[config.mk]
export PLATFORM = sky130hd
export DESIGN_NAME = result_collector
export DESIGN_NICKNAME = d
export VERILOG_FILES = /design/src/rtl/result_collector.sv
export SDC_FILE = /design/constraint.sdc
export NUM_CORES = 1
export LEC_CHECK = 0
export CORE_MARGIN = 3
export CORE_UTILIZATION = 60
export CTS_CLUSTER_SIZE = 8
export DETAILED_ROUTE_END_ITERATION = 16
export DONT_BUFFER_PORTS = 1
export PLACE_DENSITY = 0.84
export SETUP_SLACK_MARGIN = 0.4
export SLEW_MARGIN = 10
export SYNTH_ARGS = -nofsm -noshare
export SYNTH_HDL_FRONTEND = slang
export SYNTH_SLANG_ARGS = --single-unit
export TNS_END_PERCENT = 100
[constraint.sdc]
create_clock -name clk -period 2.49 [get_ports clk]
set_input_delay 0 -clock clk [delete_from_list [all_inputs] [get_ports clk]]
set_output_delay 0 -clock clk [all_outputs]
set_load 0.005 [all_outputs]
[src/rtl/result_collector.sv]
// Write-back collector for the two-FU datapath: two one-entry result slots
// drained in capture order to the single memory write port.
module result_collector #(
   parameter int width = 16,
   parameter int cntw  = 8
) (
   input  logic             clk,
   input  logic             preset,
   input  logic [width-1:0] res0,
   input  logic             res0_tag,
   input  logic             res0_valid,
   output logic             res0_ready,
   input  logic [width-1:0] res1,
   input  logic             res1_tag,
   input  logic             res1_valid,
   output logic             res1_ready,
   output logic [width-1:0] wb_data,
   output logic             wb_sel,
   output logic             wb_zero,
   output logic             wb_valid,
   input  logic             wb_ready,
   output logic [cntw-1:0]  wb_count,
   output logic             tag_clash,
   output logic [2:0]       fsm_state
);

   typedef enum logic [2:0] {
      IDLE   = 3'd0,
      HOLD0  = 3'd1,
      HOLD1  = 3'd2,
      BOTH01 = 3'd3,
      BOTH10 = 3'd4
   } state_t;

   state_t           state, state_nx;
   logic [width-1:0] slot0_data, slot1_data;
   logic             slot0_tag, slot1_tag;
   logic             clash_q;
   logic             cap0, cap1, drn, drain1, both, tags_eq;

   // Handshakes: a transfer happens on a rising edge where valid and ready
   // are both high. Ready depends only on registered slot occupancy, and
   // wb_valid never drops or changes its payload until it is accepted.
   assign res0_ready = (state == IDLE) || (state == HOLD1);
   assign res1_ready = (state == IDLE) || (state == HOLD0);
   assign cap0       = res0_valid & res0_ready;
   assign cap1       = res1_valid & res1_ready;

   assign drain1     = (state == HOLD1) || (state == BOTH10);
   assign wb_valid   = (state != IDLE);
   assign drn        = wb_valid & wb_ready;
   assign wb_data    = drain1 ? slot1_data : slot0_data;
   assign wb_sel     = drain1 ? slot1_tag : slot0_tag;
   assign wb_zero    = (wb_data == '0);

   // The clash flag shows up in the very cycle both slots hold equal tags.
   assign both       = (state == BOTH01) || (state == BOTH10);
   assign tags_eq    = (slot0_tag == slot1_tag);
   assign tag_clash  = clash_q | (both & tags_eq);
   assign fsm_state  = state;

   always_comb begin
      state_nx = state;
      case (state)
         IDLE: begin
            if (cap0 && cap1)  state_nx = (res0_tag <= res1_tag) ? BOTH01 : BOTH10;
            else if (cap0)     state_nx = HOLD0;
            else if (cap1)     state_nx = HOLD1;
         end
         HOLD0: begin
            if (drn && cap1)   state_nx = HOLD1;
            else if (drn)      state_nx = IDLE;
            else if (cap1)     state_nx = BOTH01;
         end
         HOLD1: begin
            if (drn && cap0)   state_nx = HOLD0;
            else if (drn)      state_nx = IDLE;
            else if (cap0)     state_nx = BOTH10;
         end
         BOTH01: if (drn) state_nx = HOLD1;
         BOTH10: if (drn) state_nx = HOLD0;
         default: state_nx = IDLE;
      endcase
   end

   always_ff @(posedge clk) begin
      if (preset) begin
         state      <= IDLE;
         slot0_data <= '0;
         slot1_data <= '0;
         slot0_tag  <= 1'b0;
         slot1_tag  <= 1'b0;
         clash_q    <= 1'b0;
         wb_count   <= '0;
      end else begin
         state <= state_nx;
         if (cap0) begin
            slot0_data <= res0;
            slot0_tag  <= res0_tag;
         end
         if (cap1) begin
            slot1_data <= res1;
            slot1_tag  <= res1_tag;
         end
         if (both && tags_eq) clash_q <= 1'b1;
         if (drn) wb_count <= wb_count + cntw'(1);
      end
   end

endmodule
Word level (Yosys, flattened, before mapping)
Cells that the tools add are included.
{"block": "op_classes", "reduce_logical": 12, "n_mux": 15, "n_eq_ne": 10, "add_sub_neg": 1, "n_lt_le_gt_ge": 1, "bitwise": 5}
{"cell": "2-to-1 mux 3 bit", "count": 12}
{"cell": "logical NOT 16 bit", "count": 1}
{"cell": "2-to-1 mux 16 bit", "count": 1}
{"cell": "case mux 3 bit (5 select lines)", "count": 1}
{"cell": "!= test 4 x 3 -> 1 bit, second input constant", "count": 3}
{"cell": "adder 8 x 1 -> 8 bit, second input constant", "count": 1}
{"cell": "equality test 3 x 2 -> 1 bit, second input constant", "count": 2}
{"cell": "AND reduction 5 bit", "count": 1}
{"cell": "AND 1 bit", "count": 4}
{"cell": "logical AND 1 bit", "count": 4}
{"cell": "logical OR 1 bit", "count": 4}
{"cell": "!= test 2 bit, second input constant", "count": 2}
{"cell": "equality test 3 x 1 -> 1 bit, second input constant", "count": 1}
{"cell": "equality test 3 bit, second input constant", "count": 1}
{"cell": "logical NOT 3 bit", "count": 1}
{"cell": "nonzero test 3 bit", "count": 1}
{"cell": "equality test 1 bit", "count": 1}
{"cell": "less-or-equal comparator 1 bit", "count": 1}
{"cell": "2-to-1 mux 1 bit", "count": 1}
{"cell": "bitwise OR 1 bit", "count": 1}
{"block": "totals", "input_bits": 39, "ff_bits": 46, "out_inout_bits": 33, "wordCells": 51}

Depth between registers and ports, before layout
{"block": "depth", "word_depth": 7, "ltp_mapped": 7, "mapped_depth_nobuf": 5}

Least setup slack after synthesis
Ideal clock, no wire load.
{"block": "synth_timing", "kind": "reg-to-output", "start": "register state[2], in the netlist fsm_state[2]", "end": "output port wb_data[10]", "path_slack_ns": 1.036, "stages_incl_launch_ff": 6, "n_path_buf": 2, "t_required_ns": 2.490, "arrival_time_ns": 1.454, "cell_sequence": "dfxtp_1 -> buf_4 -> nand2b_1 -> a21oi_4 -> buf_6 -> mux2_1"}
{"block": "synth_between", "elab_chain_len": 3, "elab_cells_between_ends": 4, "cone_classes": "eq/ne: 2; mux: 1; reduce/logical: 1"}
{"element": "from (decl)", "line": "35", "text": "state_t state, state_nx;"}
{"element": "from (signal assigned)", "line": "96", "text": "state <= state_nx;"}
{"element": "equality test 3 x 2 -> 1 bit / equality test 3 bit (equally long branches)", "line": "49", "text": "assign drain1 = (state == HOLD1) || (state == BOTH10);"}
{"element": "logical OR 1 bit (*)", "line": "49"}
{"element": "2-to-1 mux 16 bit (*)", "line": "52", "text": "assign wb_data = drain1 ? slot1_data : slot0_data;"}
{"element": "to (decl)", "line": "17", "text": "output logic [width-1:0] wb_data,"}
Every way passes the cells marked *; elsewhere a longest branch is shown, timed or not.

Final worst setup path
{"block": "layout_timing", "start": "register state[1], in the netlist fsm_state[1]", "end": "output port wb_data[13]"}
The elaborated chain is that of the path after synthesis.

==> key figures <==
Floorplan
  • Die area: 0.00442 sq mm
  • Row count: 21
  • Ports: 72
  • Initial Utilization: 63.8%
  • Chip width: 66.5 um
  • Die Height: 66.5 um
  • Core area: 0.00344 sq mm

Timing
  • Slew @ Worst Pin: 0.622 ns
  • Worst setup margin: 0.580 ns
  • Clk_skew: 0.00763 ns
  • Setup violations, final: 0
  • Setup_tns: 0 ns
  • Slew Limit Fails: 0
  • Min Tclk post-route: 1.91 ns
  • Worst slew margin relative to its limit: 58.5%
  • Final period util: 76.7%
  • RSZ-0062 raised after global routing: no
  • Fmax: 0.524 GHz
  • Fin. Hold Viols: 0
  • Hold slack: 0.00926 ns

Clock tree
  • Root Driver: clkbuf_8
  • Htree depth: 2
  • Clk pin slew, worst setup/hold paths: 0.08 ns
  • Worst-Skew Late Latency: 0.29 ns
  • TritonCTS Sinks: 46
  • CTS tree: done
  • Total CTS buffers: 5
  • Clock buffer depth: 2

Logic synthesis
  • Syn_nets: 301
  • Synth unique cells: 43
  • Mapped cell area: 0.00219 sq mm
  • Fraction of registers with async set/reset: 0%
  • Gate Count Post-Synth: 261
  • Total number of yosys warnings: 0
  • Main flop type after synthesis: dfxtp_1
  • Mapped Avg Cell Area: 8.41 sq um
  • Number of synthesized register bits: 46
  • Post-synth EDFFs: 0
  • Post-synthesis sequential area ratio: 42.0%

Global routing
  • GRT Overall Usage: 27.0%
  • Grt ovf: 0
  • Largest net degree at the start of global routing: 47
  • Vias in the first global route: 1993
  • Initial antenna violation count: 0
  • First-pass GRT wire length: 9190 um

Placed design
  • HPWL after detailed placement: 3510 um
  • Gp weighted congestion: 0.809
  • PortBufs: 0
  • Setup WS pre-CTS: 0.618 ns

Worst setup path
  • Crit path DAT: 1.91 ns
  • CP Launch Point: fsm_state[1]
  • Crit-path max FO: 18
  • Reg-to-reg slack, setup: 0.76 ns
  • CP startpoint kind: flip-flop
  • CP endpoint kind: primary output
  • Register-to-Register Path Depth: 4
  • Reg-to-reg endpoint: slot1_data[0]
  • CP Class: reg2out
  • CP required: 2.49 ns
  • CP endpoint: wb_data[13]
  • Reg2Reg Launch Point: fsm_state[1]

Job
  • MaxCap Viol Count: 0

Finish
  • # nets final: 337
  • Most common cell after layout, fill and taps aside: nand2_1
  • Fin util: 79.2%
  • Antenna diodes: 0
  • Area Growth Syn to Fin: 24.3%
  • Layout cell share with drive strength beyond 1: 7.72%
  • # fillers: 233
  • Most frequent cells in the layout: nand2_1 (75), dfxtp_1 (46), a21oi_1 (38)

Drt
  • DRT Wirelength: 5760 um
  • Avg Vias per Cell: 5.87
  • WL per Instance: 16.7 um
  • Vias: 2018
  • Drt initial violations: 216
  • Number of remaining DRC errors: 0
  • Remaining antenna violation count: 0
  • DR pass1 iterations: 4

Run status
  • Status: finished, final reports clean

Hold path
  • Hold Crit Class: in2reg

Power
  • Peak VDD IR: 0.731 mV
  • Power density over the cells: 898 mW/mm^2
  • Pleak: 0.00102 uW
[cell type report]
class | instances | area, sq um | area share, %
inverters | 2 | 7.51 | 0.275
well taps | 46 | 57.6 | 2.11
flip-flops and latches | 46 | 921 | 33.8
clock buffers | 7 | 76.3 | 2.80
repair buffers | 44 | 448 | 16.4
multi-input cells | 198 | 1190 | 43.5
clock inverters | 1 | 30.0 | 1.10
[through the flow]
step | std cells | cell area [sq um] | total power (uW)
final | 344 | 2730 | 2450
after global routing | 344 | 2730 | 2590
after CTS | 344 | 2730 | 2430
after detailed placement | 297 | 2210 | 1800
after global placement | 297 | 2210 | 1780
after floorplan | 261 | 2190 | 1660
[critical path, stage by stage (launching register included)]
cell,delay (ns)
dfxtp_1,0.69
nand2b_1,0.20
a21oi_4,0.18
buf_12,0.18
mux2_1,0.37
[sequential cells by signal, indices dropped and copies added, names as in the netlist]
name        cells
slot0_tag       1
fsm_state       3
slot1_data     16
slot0_data     16
slot1_tag       1
wb_count        8
clash_q         1
[layer usage]
metal  share of wire, %  routed length [um]  global-route usage [%]  up-vias
met3                8.6                 493                    7.93       12
met4                1.7                  99                    7.87        0
met1                 40                2280                    31.3      925
met2                 50                2890                    47.7      102
li1                   -                   -                       -      979
met5                  0                   0                       0        -
[kinds of logic (layout without fill, tap and decap cells)]
group                    after synthesis  count (layout)  synth area share, %
AND/OR/NAND/NOR                      119             119                 26.6
AO/OA/AOI/OAI                         52              52                 14.5
flip-flops                            46              46                 42.0
multiplexers                          19              19                 9.63
buffers and inverters                 17              54                 3.93
XOR/XNOR                               7               7                 2.79
adder cells (fa/ha/maj)                1               1                0.570
[worst min-delay path by stage]
stage                endpoint  cells past startpoint  slack (ns)     start
2_1_floorplan  slot0_data[10]                      2        0.14  res0[10]
5_1_grt          fsm_state[2]                      3        0.01  wb_ready
3_5_place_dp     fsm_state[2]                      1        0.07    preset
3_3_place_gp     fsm_state[2]                      1        0.07    preset
6_report         fsm_state[2]                      3       0.009  wb_ready
4_1_cts          fsm_state[2]                      3       0.006  wb_ready
[report_power, final]
part / internal [uW] / switching (uW) / leakage, uW / total, uW
sequential: 851 / 146 / 0.000377 / 997
clock: 300 / 237 / 0.0000524 / 537
combinational: 418 / 496 / 0.000595 / 914
[synth_stat cells, drive strengths merged, types with 2 or more instances]
master	n	area, sq um
a21oi	41	224
buf	9	56.3
clkbuf	6	22.5
dfxtp	46	921
inv	2	7.51
mux2	17	191
mux2i	2	20.0
nand2	75	282
nand2b	5	31.3
nand3	2	10.0
nand4	3	18.8
nand4b	3	26.3
nor2	8	30.0
nor3	3	15.0
nor3b	4	52.6
nor4	9	56.3
o21ai	2	10.0
o2bb2ai	2	17.5
xnor2	5	43.8
xor2	2	17.5
[repair_timing]
action                                  CTS  global route
hold endpoints to repair                 46             0
resized for setup                         0             0
setup buffers                             1             0
endpoints found under the setup margin   17             0
hold buffers                             38             0
(Power assumes the default switching activity.)
